===== src/rtl/vn_word_collector_if.sv =====
// Bit-in / word-out handshake bundle for vn_word_collector.
// Producer side: the bit strobe (data_in qualified by syn_in). Consumer side: entropy_data/entropy_valid, acked by entropy_ack.
interface vn_word_collector_if #(
    parameter int WORD_WIDTH = 32
);
    logic                  data_in;
    logic                  syn_in;
    logic [WORD_WIDTH-1:0] entropy_data;
    logic                  entropy_valid;
    logic                  entropy_ack;

    // Valid/ack contract:
    // - entropy_valid rises when a word loads into entropy_data.
    // - entropy_data holds steady until the cycle in which entropy_valid && entropy_ack.
    // - An ack seen while entropy_valid is low is ignored.
    modport master (
        input  data_in,
        input  syn_in,
        input  entropy_ack,
        output entropy_data,
        output entropy_valid
    );

    modport slave (
        output data_in,
        output syn_in,
        output entropy_ack,
        input  entropy_data,
        input  entropy_valid
    );
endinterface


===== src/rtl/vn_word_collector.sv =====
// Packs decorrelated bits MSB-first into words, offers them over valid/ack,
// runs a repetition-count health test and counts bits dropped while full.
module vn_word_collector #(
    parameter int WORD_WIDTH = 32,
    parameter int RUN_LIMIT  = 32
) (
    input  logic                 clk,
    input  logic                 reset,
    input  logic                 enable,
    vn_word_collector_if.master  bus,
    output logic                 run_error,
    output logic [31:0]          discard_ctr,
    output logic                 state_dbg_o
);
    localparam int CW = $clog2(WORD_WIDTH + 1);
    localparam int RW = $clog2(RUN_LIMIT + 1);

    typedef enum logic {COLLECT = 1'b0, FULL = 1'b1} state_t;

    state_t                state_q, state_d;
    logic [WORD_WIDTH-1:0] shift_q, shift_d;
    logic [CW-1:0]         bit_ctr_q, bit_ctr_d;
    logic [WORD_WIDTH-1:0] data_q, data_d;
    logic                  valid_q, valid_d;
    logic                  err_q, err_d;
    logic [31:0]           disc_q, disc_d;
    logic                  last_q, last_d;
    logic [RW-1:0]         run_q, run_d;

    logic                  bit_seen;
    logic                  accept;
    logic                  slot_free;
    logic [RW-1:0]         run_next;
    logic                  load;
    logic [WORD_WIDTH-1:0] load_word;

    always_comb begin
        state_d   = state_q;
        shift_d   = shift_q;
        bit_ctr_d = bit_ctr_q;
        data_d    = data_q;
        valid_d   = valid_q;
        err_d     = err_q;
        disc_d    = disc_q;
        last_d    = last_q;
        run_d     = run_q;
        load      = 1'b0;
        load_word = shift_q;

        bit_seen  = enable && bus.syn_in;
        accept    = bit_seen && !err_q;
        slot_free = !valid_q || bus.entropy_ack;

        // run_q == 0 marks the first bit after reset or an enable drop
        if (run_q == '0 || bus.data_in != last_q) begin
            run_next = RW'(1);
        end else if (run_q == RW'(RUN_LIMIT)) begin
            run_next = run_q;
        end else begin
            run_next = run_q + RW'(1);
        end

        if (!enable) begin
            shift_d   = '0;
            bit_ctr_d = '0;
            run_d     = '0;
            state_d   = COLLECT;
        end else begin
            if (bit_seen) begin
                run_d  = run_next;
                last_d = bus.data_in;
            end
            case (state_q)
                COLLECT: begin
                    if (accept) begin
                        shift_d = {shift_q[WORD_WIDTH-2:0], bus.data_in};
                        if (bit_ctr_q == CW'(WORD_WIDTH - 1)) begin
                            if (slot_free) begin
                                load      = 1'b1;
                                load_word = shift_d;
                                bit_ctr_d = '0;
                            end else begin
                                bit_ctr_d = CW'(WORD_WIDTH);
                                state_d   = FULL;
                            end
                        end else begin
                            bit_ctr_d = bit_ctr_q + CW'(1);
                        end
                    end
                end
                FULL: begin
                    if (accept && disc_q != 32'hFFFF_FFFF) begin
                        disc_d = disc_q + 32'd1;
                    end
                    if (valid_q && bus.entropy_ack) begin
                        load      = 1'b1;
                        load_word = shift_q;
                        shift_d   = '0;
                        bit_ctr_d = '0;
                        state_d   = COLLECT;
                    end
                end
                default: state_d = COLLECT;
            endcase
            // Health failure throws away whatever word is being built or held
            if (bit_seen && !err_q && run_next == RW'(RUN_LIMIT)) begin
                err_d     = 1'b1;
                shift_d   = '0;
                bit_ctr_d = '0;
                state_d   = COLLECT;
            end
        end

        if (load) begin
            data_d  = load_word;
            valid_d = 1'b1;
        end else if (valid_q && bus.entropy_ack) begin
            valid_d = 1'b0;
        end
    end

    always_ff @(posedge clk or posedge reset) begin
        if (reset) begin
            state_q   <= COLLECT;
            shift_q   <= '0;
            bit_ctr_q <= '0;
            data_q    <= '0;
            valid_q   <= 1'b0;
            err_q     <= 1'b0;
            disc_q    <= '0;
            last_q    <= 1'b0;
            run_q     <= '0;
        end else begin
            state_q   <= state_d;
            shift_q   <= shift_d;
            bit_ctr_q <= bit_ctr_d;
            data_q    <= data_d;
            valid_q   <= valid_d;
            err_q     <= err_d;
            disc_q    <= disc_d;
            last_q    <= last_d;
            run_q     <= run_d;
        end
    end

    assign bus.entropy_data  = data_q;
    assign bus.entropy_valid = valid_q;
    assign run_error         = err_q;
    assign discard_ctr       = disc_q;
    assign state_dbg_o       = state_q;
endmodule


===== src/flat_wrapper.sv =====
// flat-port wrapper written by rule: the top's interface ports become plain ports
module vn_word_collector_flat 
#(
    parameter int WORD_WIDTH = 32,
    parameter int RUN_LIMIT  = 32
)
  (clk, reset, enable, run_error, discard_ctr, state_dbg_o, bus_data_in, bus_syn_in, bus_entropy_ack, bus_entropy_data, bus_entropy_valid);
  vn_word_collector_if #(.WORD_WIDTH(WORD_WIDTH)) bus_i ();
  input  logic clk;
  input  logic reset;
  input  logic enable;
  output logic run_error;
  output logic [31:0] discard_ctr;
  output logic state_dbg_o;
  input wire logic [$bits(bus_i.data_in)-1:0] bus_data_in;
  input wire logic [$bits(bus_i.syn_in)-1:0] bus_syn_in;
  input wire logic [$bits(bus_i.entropy_ack)-1:0] bus_entropy_ack;
  output wire logic [$bits(bus_i.entropy_data)-1:0] bus_entropy_data;
  output wire logic [$bits(bus_i.entropy_valid)-1:0] bus_entropy_valid;
  assign bus_i.data_in = bus_data_in;
  assign bus_i.syn_in = bus_syn_in;
  assign bus_i.entropy_ack = bus_entropy_ack;
  assign bus_entropy_data = bus_i.entropy_data;
  assign bus_entropy_valid = bus_i.entropy_valid;
  vn_word_collector #(.WORD_WIDTH(WORD_WIDTH), .RUN_LIMIT(RUN_LIMIT)) u_core (.clk(clk), .reset(reset), .enable(enable), .bus(bus_i), .run_error(run_error), .discard_ctr(discard_ctr), .state_dbg_o(state_dbg_o));
endmodule

===== config.mk =====
export PLATFORM = sky130hd
export DESIGN_NAME = vn_word_collector_flat
export DESIGN_NICKNAME = d
export VERILOG_FILES = /design/src/rtl/vn_word_collector_if.sv /design/src/rtl/vn_word_collector.sv /design/src/flat_wrapper.sv
export SDC_FILE = /design/constraint.sdc
export NUM_CORES = 1
export LEC_CHECK = 0
export ABC_AREA = 1
export CAP_MARGIN = 20
export CORE_MARGIN = 10
export CORE_UTILIZATION = 43
export DETAILED_ROUTE_END_ITERATION = 10
export GPL_TIMING_DRIVEN = 0
export PLACE_DENSITY = 0.72
export SYNTH_ARGS = -nofsm -noshare
export SYNTH_HDL_FRONTEND = slang
export SYNTH_SLANG_ARGS = --single-unit

===== constraint.sdc =====
create_clock -name clk -period 13.5 [get_ports clk]
set_clock_uncertainty 0.1 [all_clocks]
set_input_delay 4.05 -clock clk [delete_from_list [all_inputs] [get_ports clk]]
set_output_delay 4.05 -clock clk [all_outputs]
set_load 0.01 [all_outputs]

==> results.rst <==
.. list-table::
   :header-rows: 1

   * - Metric
     - Value
   * - Status
     - finished clean
   * - Worst Setup Start Kind
     - primary input
   * - Max Fanout on Critical Path
     - 10
   * - Unrepaired setup endpoints after global routing
     - no
   * - Routed via count
     - 5008
   * - Worst-case vdd ir drop
     - 0.0536 mV
   * - Path type of the worst min-delay path
     - reg -> reg
   * - Most Frequent Cell on Critical Path
     - sky130_fd_sc_hd__nand2_2
   * - Synthesized netlist net count
     - about 770
   * - Number of violations reported at the end of detailed-routing iteration 0
     - between 300 and 400
   * - Maximum level of the CTS H-tree
     - 3
   * - Number of warnings reported in the yosys synthesis log
     - 0
   * - Worst setup path endpoint
     - u_core.bus.entropy_data[19]
   * - Final nets
     - approximately 850
   * - Worst reg2reg path startpoint
     - u_core.discard_ctr[0]
   * - Final slew viol count
     - 0
   * - Post-synthesis sequential area ratio
     - 0.470
   * - Number of instances in the synthesized netlist
     - about 760
   * - Placeable core region
     - 13400 um2
   * - Half-perimeter wire length after detailed placement
     - 10300 um
   * - First-pass iteration count of the detailed router
     - 5
   * - Number of buffers and inverters on the critical path
     - 2
   * - Routed WL per cell
     - 13.8 um
   * - Achievable Freq
     - 176 MHz
   * - Fraction of final layout cells sized beyond drive strength 1
     - 0.0967
   * - Stages on the worst setup path
     - 8
   * - Total congestion overflow after global routing
     - 0
   * - Critical path data arrival time
     - 5.86 ns
   * - Buffers inserted by post-CTS timing repair
     - 0
   * - Number of buffers added by the clock tree synthesis step
     - 9
   * - Placement Rows
     - 42
   * - Critical Path End Type
     - flop
   * - Count of port buffers added during placement
     - 72
   * - Fin Setup TNS
     - 0 ns
   * - Maximum clock insertion buffer count
     - 2
   * - Largest net degree at the start of global routing
     - 58
   * - Die Span X
     - 138 um
   * - Critical path cell sequence
     - clkdlybuf4s50_1, nand2_2, nor2_4, nand2_2, nor2_2, buf_2, nand2_1, o211ai_1
   * - Count of antenna diodes in the layout
     - 0
   * - Number of cells in the design after placement
     - 1008
   * - Final critical-path required period
     - 5.70 ns
   * - Uppermost routed layer
     - met4
   * - Final estimated routing congestion in global placement
     - 0.959
   * - Vias per inst
     - roughly 4.9
   * - Maximum capacitance violations
     - 0
   * - Total leakage power
     - 0.00302 uW
   * - Worst endpoint required time
     - roughly 14 ns
   * - Antenna Nets Post-Route
     - 0
   * - Clock Sinks
     - 112
   * - Clock root buffer master
     - sky130_fd_sc_hd__clkbuf_16
   * - Initial Util
     - 0.445
   * - Netlist cell types
     - 32
   * - Synthesized area
     - 5970 um2
   * - Critical path launch point
     - enable
   * - Normalized max-slew margin
     - 0.517
   * - Total setup violations reported at the end of the flow
     - 0
   * - Worst path slowest cell
     - sky130_fd_sc_hd__clkdlybuf4s50_1
   * - DRC Markers
     - 0
   * - Final instance count without filler cells
     - 1024
   * - Delay of the slowest cell on the worst path
     - between 0.5 and 0.6 ns
   * - Top-Level Pins
     - 73
   * - First-pass GRT wire length
     - 23500 um
   * - Path type of the worst setup path
     - in -> reg
   * - Detailed Route WL
     - around 14000 um
   * - Vias in the first global route
     - approximately 4800
   * - Total met3 wirelength after detailed routing
     - ~960 um
   * - Least-Margin Pin Slew
     - a little over 0.7 ns
   * - Reg2Reg Capture Point
     - u_core.discard_ctr[29]
   * - Die height
     - between 100 and 150 um
   * - CTS tree
     - built
   * - Hold-fix buffers, CTS
     - 0
   * - Post-synthesis to final-layout area growth
     - 20.9%
   * - Routed length on met2
     - ~6600 um
   * - Overall routing resource usage
     - 0.153
   * - Final critical-path share of the clock period
     - 0.422
   * - Die outline area
     - 19000 um2
   * - PD cells
     - 84.6 nW/um2
   * - R2r setup slk
     - 11.31 ns
   * - Average cell area after synthesis
     - 7.86 um2
   * - Kind of cell with the highest combined delay on the critical path
     - buffers and inverters
   * - Number of antenna violations at the first check in global routing
     - 0
   * - Clock-pin slew reported for the worst setup and hold paths after clock tree synthesis
     - 0.08 ns
   * - Number of cells traversed by the worst register-to-register path
     - 11
   * - Post-CTS Resized
     - 0
   * - Worst skew pair latency
     - 0.35 ns
   * - Met1 wire length
     - 6410 um
   * - Number of storage elements in the synthesis netlist
     - 112
   * - Total count of hold-check failures in the final report
     - 0
## cell usage after synthesis
cell type | count | area share
sky130_fd_sc_hd__a21oi_1 | 3 | 0.0025
sky130_fd_sc_hd__a22oi_1 | 1 | 0.0013
sky130_fd_sc_hd__buf_12 | 1 | 0.0034
sky130_fd_sc_hd__buf_2 | 10 | 0.0084
sky130_fd_sc_hd__buf_4 | 3 | 0.0038
sky130_fd_sc_hd__buf_6 | 5 | 0.0094
sky130_fd_sc_hd__clkbuf_1 | 6 | 0.0038
sky130_fd_sc_hd__clkinv_1 | 1 | 0.00063
sky130_fd_sc_hd__dfrtp_1 | 112 | 0.47
sky130_fd_sc_hd__ha_1 | 4 | 0.0084
sky130_fd_sc_hd__inv_1 | 102 | 0.064
sky130_fd_sc_hd__inv_2 | 9 | 0.0057
sky130_fd_sc_hd__inv_4 | 1 | 0.0010
sky130_fd_sc_hd__nand2_1 | 242 | 0.15
sky130_fd_sc_hd__nand2_2 | 10 | 0.010
sky130_fd_sc_hd__nand3_1 | 19 | 0.016
sky130_fd_sc_hd__nand3_2 | 5 | 0.0084
sky130_fd_sc_hd__nand3b_1 | 6 | 0.0075
sky130_fd_sc_hd__nand4_1 | 12 | 0.013
sky130_fd_sc_hd__nor2_1 | 68 | 0.043
sky130_fd_sc_hd__nor2_2 | 5 | 0.0052
sky130_fd_sc_hd__nor2_4 | 13 | 0.025
sky130_fd_sc_hd__nor3_1 | 9 | 0.0075
sky130_fd_sc_hd__nor3_2 | 1 | 0.0017
sky130_fd_sc_hd__o211ai_1 | 32 | 0.040
sky130_fd_sc_hd__o21ai_0 | 10 | 0.0084
sky130_fd_sc_hd__o21ai_1 | 7 | 0.0059
sky130_fd_sc_hd__o22ai_1 | 37 | 0.039
sky130_fd_sc_hd__o31ai_1 | 1 | 0.0013
sky130_fd_sc_hd__or2_2 | 1 | 0.0010
sky130_fd_sc_hd__xnor2_1 | 10 | 0.015
sky130_fd_sc_hd__xor2_1 | 13 | 0.019
## kinds of logic after synthesis
family                     count (synthesis)  share of synthesized area
AOI/OAI and AO/OA                         91                     0.0983
xor gates and xnor gates                  23                     0.0337
adders and majority gates                  4                    0.00838
buffers and inverters                    138                      0.100
DFF                                      112                      0.470
and+or+nand+nor                          391                      0.290
## routing by layer
metal | up-vias | global-route usage
met1 | 2297 | 0.192
met4 | 0 | 0.0562
li1 | 2569 | -
met2 | 124 | 0.251
met5 | - | 0
met3 | 18 | 0.0364
## state kept, by name, indices dropped and copies added, names as in the netlist
signal and flops:
u_core.shift_q 32, u_core.last_q 1, u_core.discard_ctr 32, u_core.run_error 1, u_core.bus.entropy_valid 1, u_core.run_q 6, u_core.state_dbg_o 1, u_core.bus.entropy_data 32
u_core.bit_ctr_q 6
## layout make-up
cell class | count | area, um2
inverters | 113 | 429
multi-input cells | 509 | 2570
fillers | 1265 | 6180
repair buffers | 73 | 748
well taps | 176 | 220
clock inverters | 7 | 53.8
clock buffers | 9 | 225
flip-flops and latches | 112 | 2800
plain buffers | 25 | 171
## stage by stage
stage | area (um2) | util | hold WS [ns] | power (uW) | setup slack, ns
after floorplan | 5970 | - | 0.373 | 357 | 6.39
after global placement | 6910 | 0.516 | 0.385 | 362 | 4.69
after detailed placement | 6940 | 0.518 | 0.388 | 364 | 7.44
after CTS | 7220 | 0.539 | 0.409 | 620 | 7.81
after global routing | 7220 | 0.539 | 0.441 | 636 | 7.65
final | 7220 | 0.539 | 0.400 | 611 | 7.80
## placed cells by master, fill, tap and decap left out, types with 2 or more instances in the layout
| cell | count |
|---|---|
| sky130_fd_sc_hd__inv_2 | 9 |
| sky130_fd_sc_hd__buf_4 | 3 |
| sky130_fd_sc_hd__nand3b_1 | 6 |
| sky130_fd_sc_hd__o21ai_1 | 7 |
| sky130_fd_sc_hd__o22ai_1 | 37 |
| sky130_fd_sc_hd__inv_1 | 101 |
| sky130_fd_sc_hd__clkbuf_1 | 6 |
| sky130_fd_sc_hd__xnor2_1 | 10 |
| sky130_fd_sc_hd__buf_6 | 5 |
| sky130_fd_sc_hd__nand3_2 | 5 |
| sky130_fd_sc_hd__dfrtp_1 | 112 |
| sky130_fd_sc_hd__clkinvlp_4 | 3 |
| sky130_fd_sc_hd__inv_4 | 2 |
| sky130_fd_sc_hd__nand3_1 | 19 |
| sky130_fd_sc_hd__nand4_1 | 12 |
| sky130_fd_sc_hd__nor3_1 | 9 |
| sky130_fd_sc_hd__nor2_1 | 68 |
| sky130_fd_sc_hd__clkbuf_16 | 9 |
| sky130_fd_sc_hd__ha_1 | 4 |
| sky130_fd_sc_hd__clkdlybuf4s50_1 | 72 |
| sky130_fd_sc_hd__nor2_2 | 5 |
| sky130_fd_sc_hd__o21ai_0 | 10 |
| sky130_fd_sc_hd__buf_2 | 10 |
| sky130_fd_sc_hd__xor2_1 | 13 |
| sky130_fd_sc_hd__nand2_2 | 10 |
| sky130_fd_sc_hd__inv_6 | 2 |
| sky130_fd_sc_hd__nand2_1 | 242 |
| sky130_fd_sc_hd__o211ai_1 | 32 |
| sky130_fd_sc_hd__nor2_4 | 13 |
| sky130_fd_sc_hd__a21oi_1 | 3 |
## power breakdown
group          internal (uW)  total [uW]  leakage [uW]  switching, uW
logic                   5.54        19.7       0.00134           14.2
registers                336         336       0.00155          0.637
clock network            127         255      0.000128            128
## worst min-delay path by stage
stage	startpoint	to	slack, ns	cells after the start
after detailed placement	u_core.bus.entropy_data[14]	u_core.bus.entropy_data[14]	0.39	2
after floorplan	u_core.last_q	u_core.last_q	0.37	2
after global placement	u_core.bus.entropy_data[24]	u_core.bus.entropy_data[24]	0.38	2
after global routing	u_core.bus.entropy_data[18]	u_core.bus.entropy_data[18]	0.44	2
final	u_core.bus.entropy_data[24]	u_core.bus.entropy_data[24]	0.40	2
after CTS	u_core.bus.entropy_data[24]	u_core.bus.entropy_data[24]	0.41	2
## worst reg2reg max path: stages, from the launching register on
cell and delay (ns):
sky130_fd_sc_hd__dfrtp_1 0.43, sky130_fd_sc_hd__ha_1 0.26, sky130_fd_sc_hd__nand3_1 0.19, sky130_fd_sc_hd__inv_2 0.11
sky130_fd_sc_hd__nand2_2 0.14, sky130_fd_sc_hd__clkinv_1 0.10, sky130_fd_sc_hd__nand3b_1 0.10, sky130_fd_sc_hd__nand2_1 0.09
sky130_fd_sc_hd__inv_2 0.16, sky130_fd_sc_hd__buf_2 0.28, sky130_fd_sc_hd__nand2_1 0.08, sky130_fd_sc_hd__nand2_1 0.07
(Power assumes the default switching activity.)
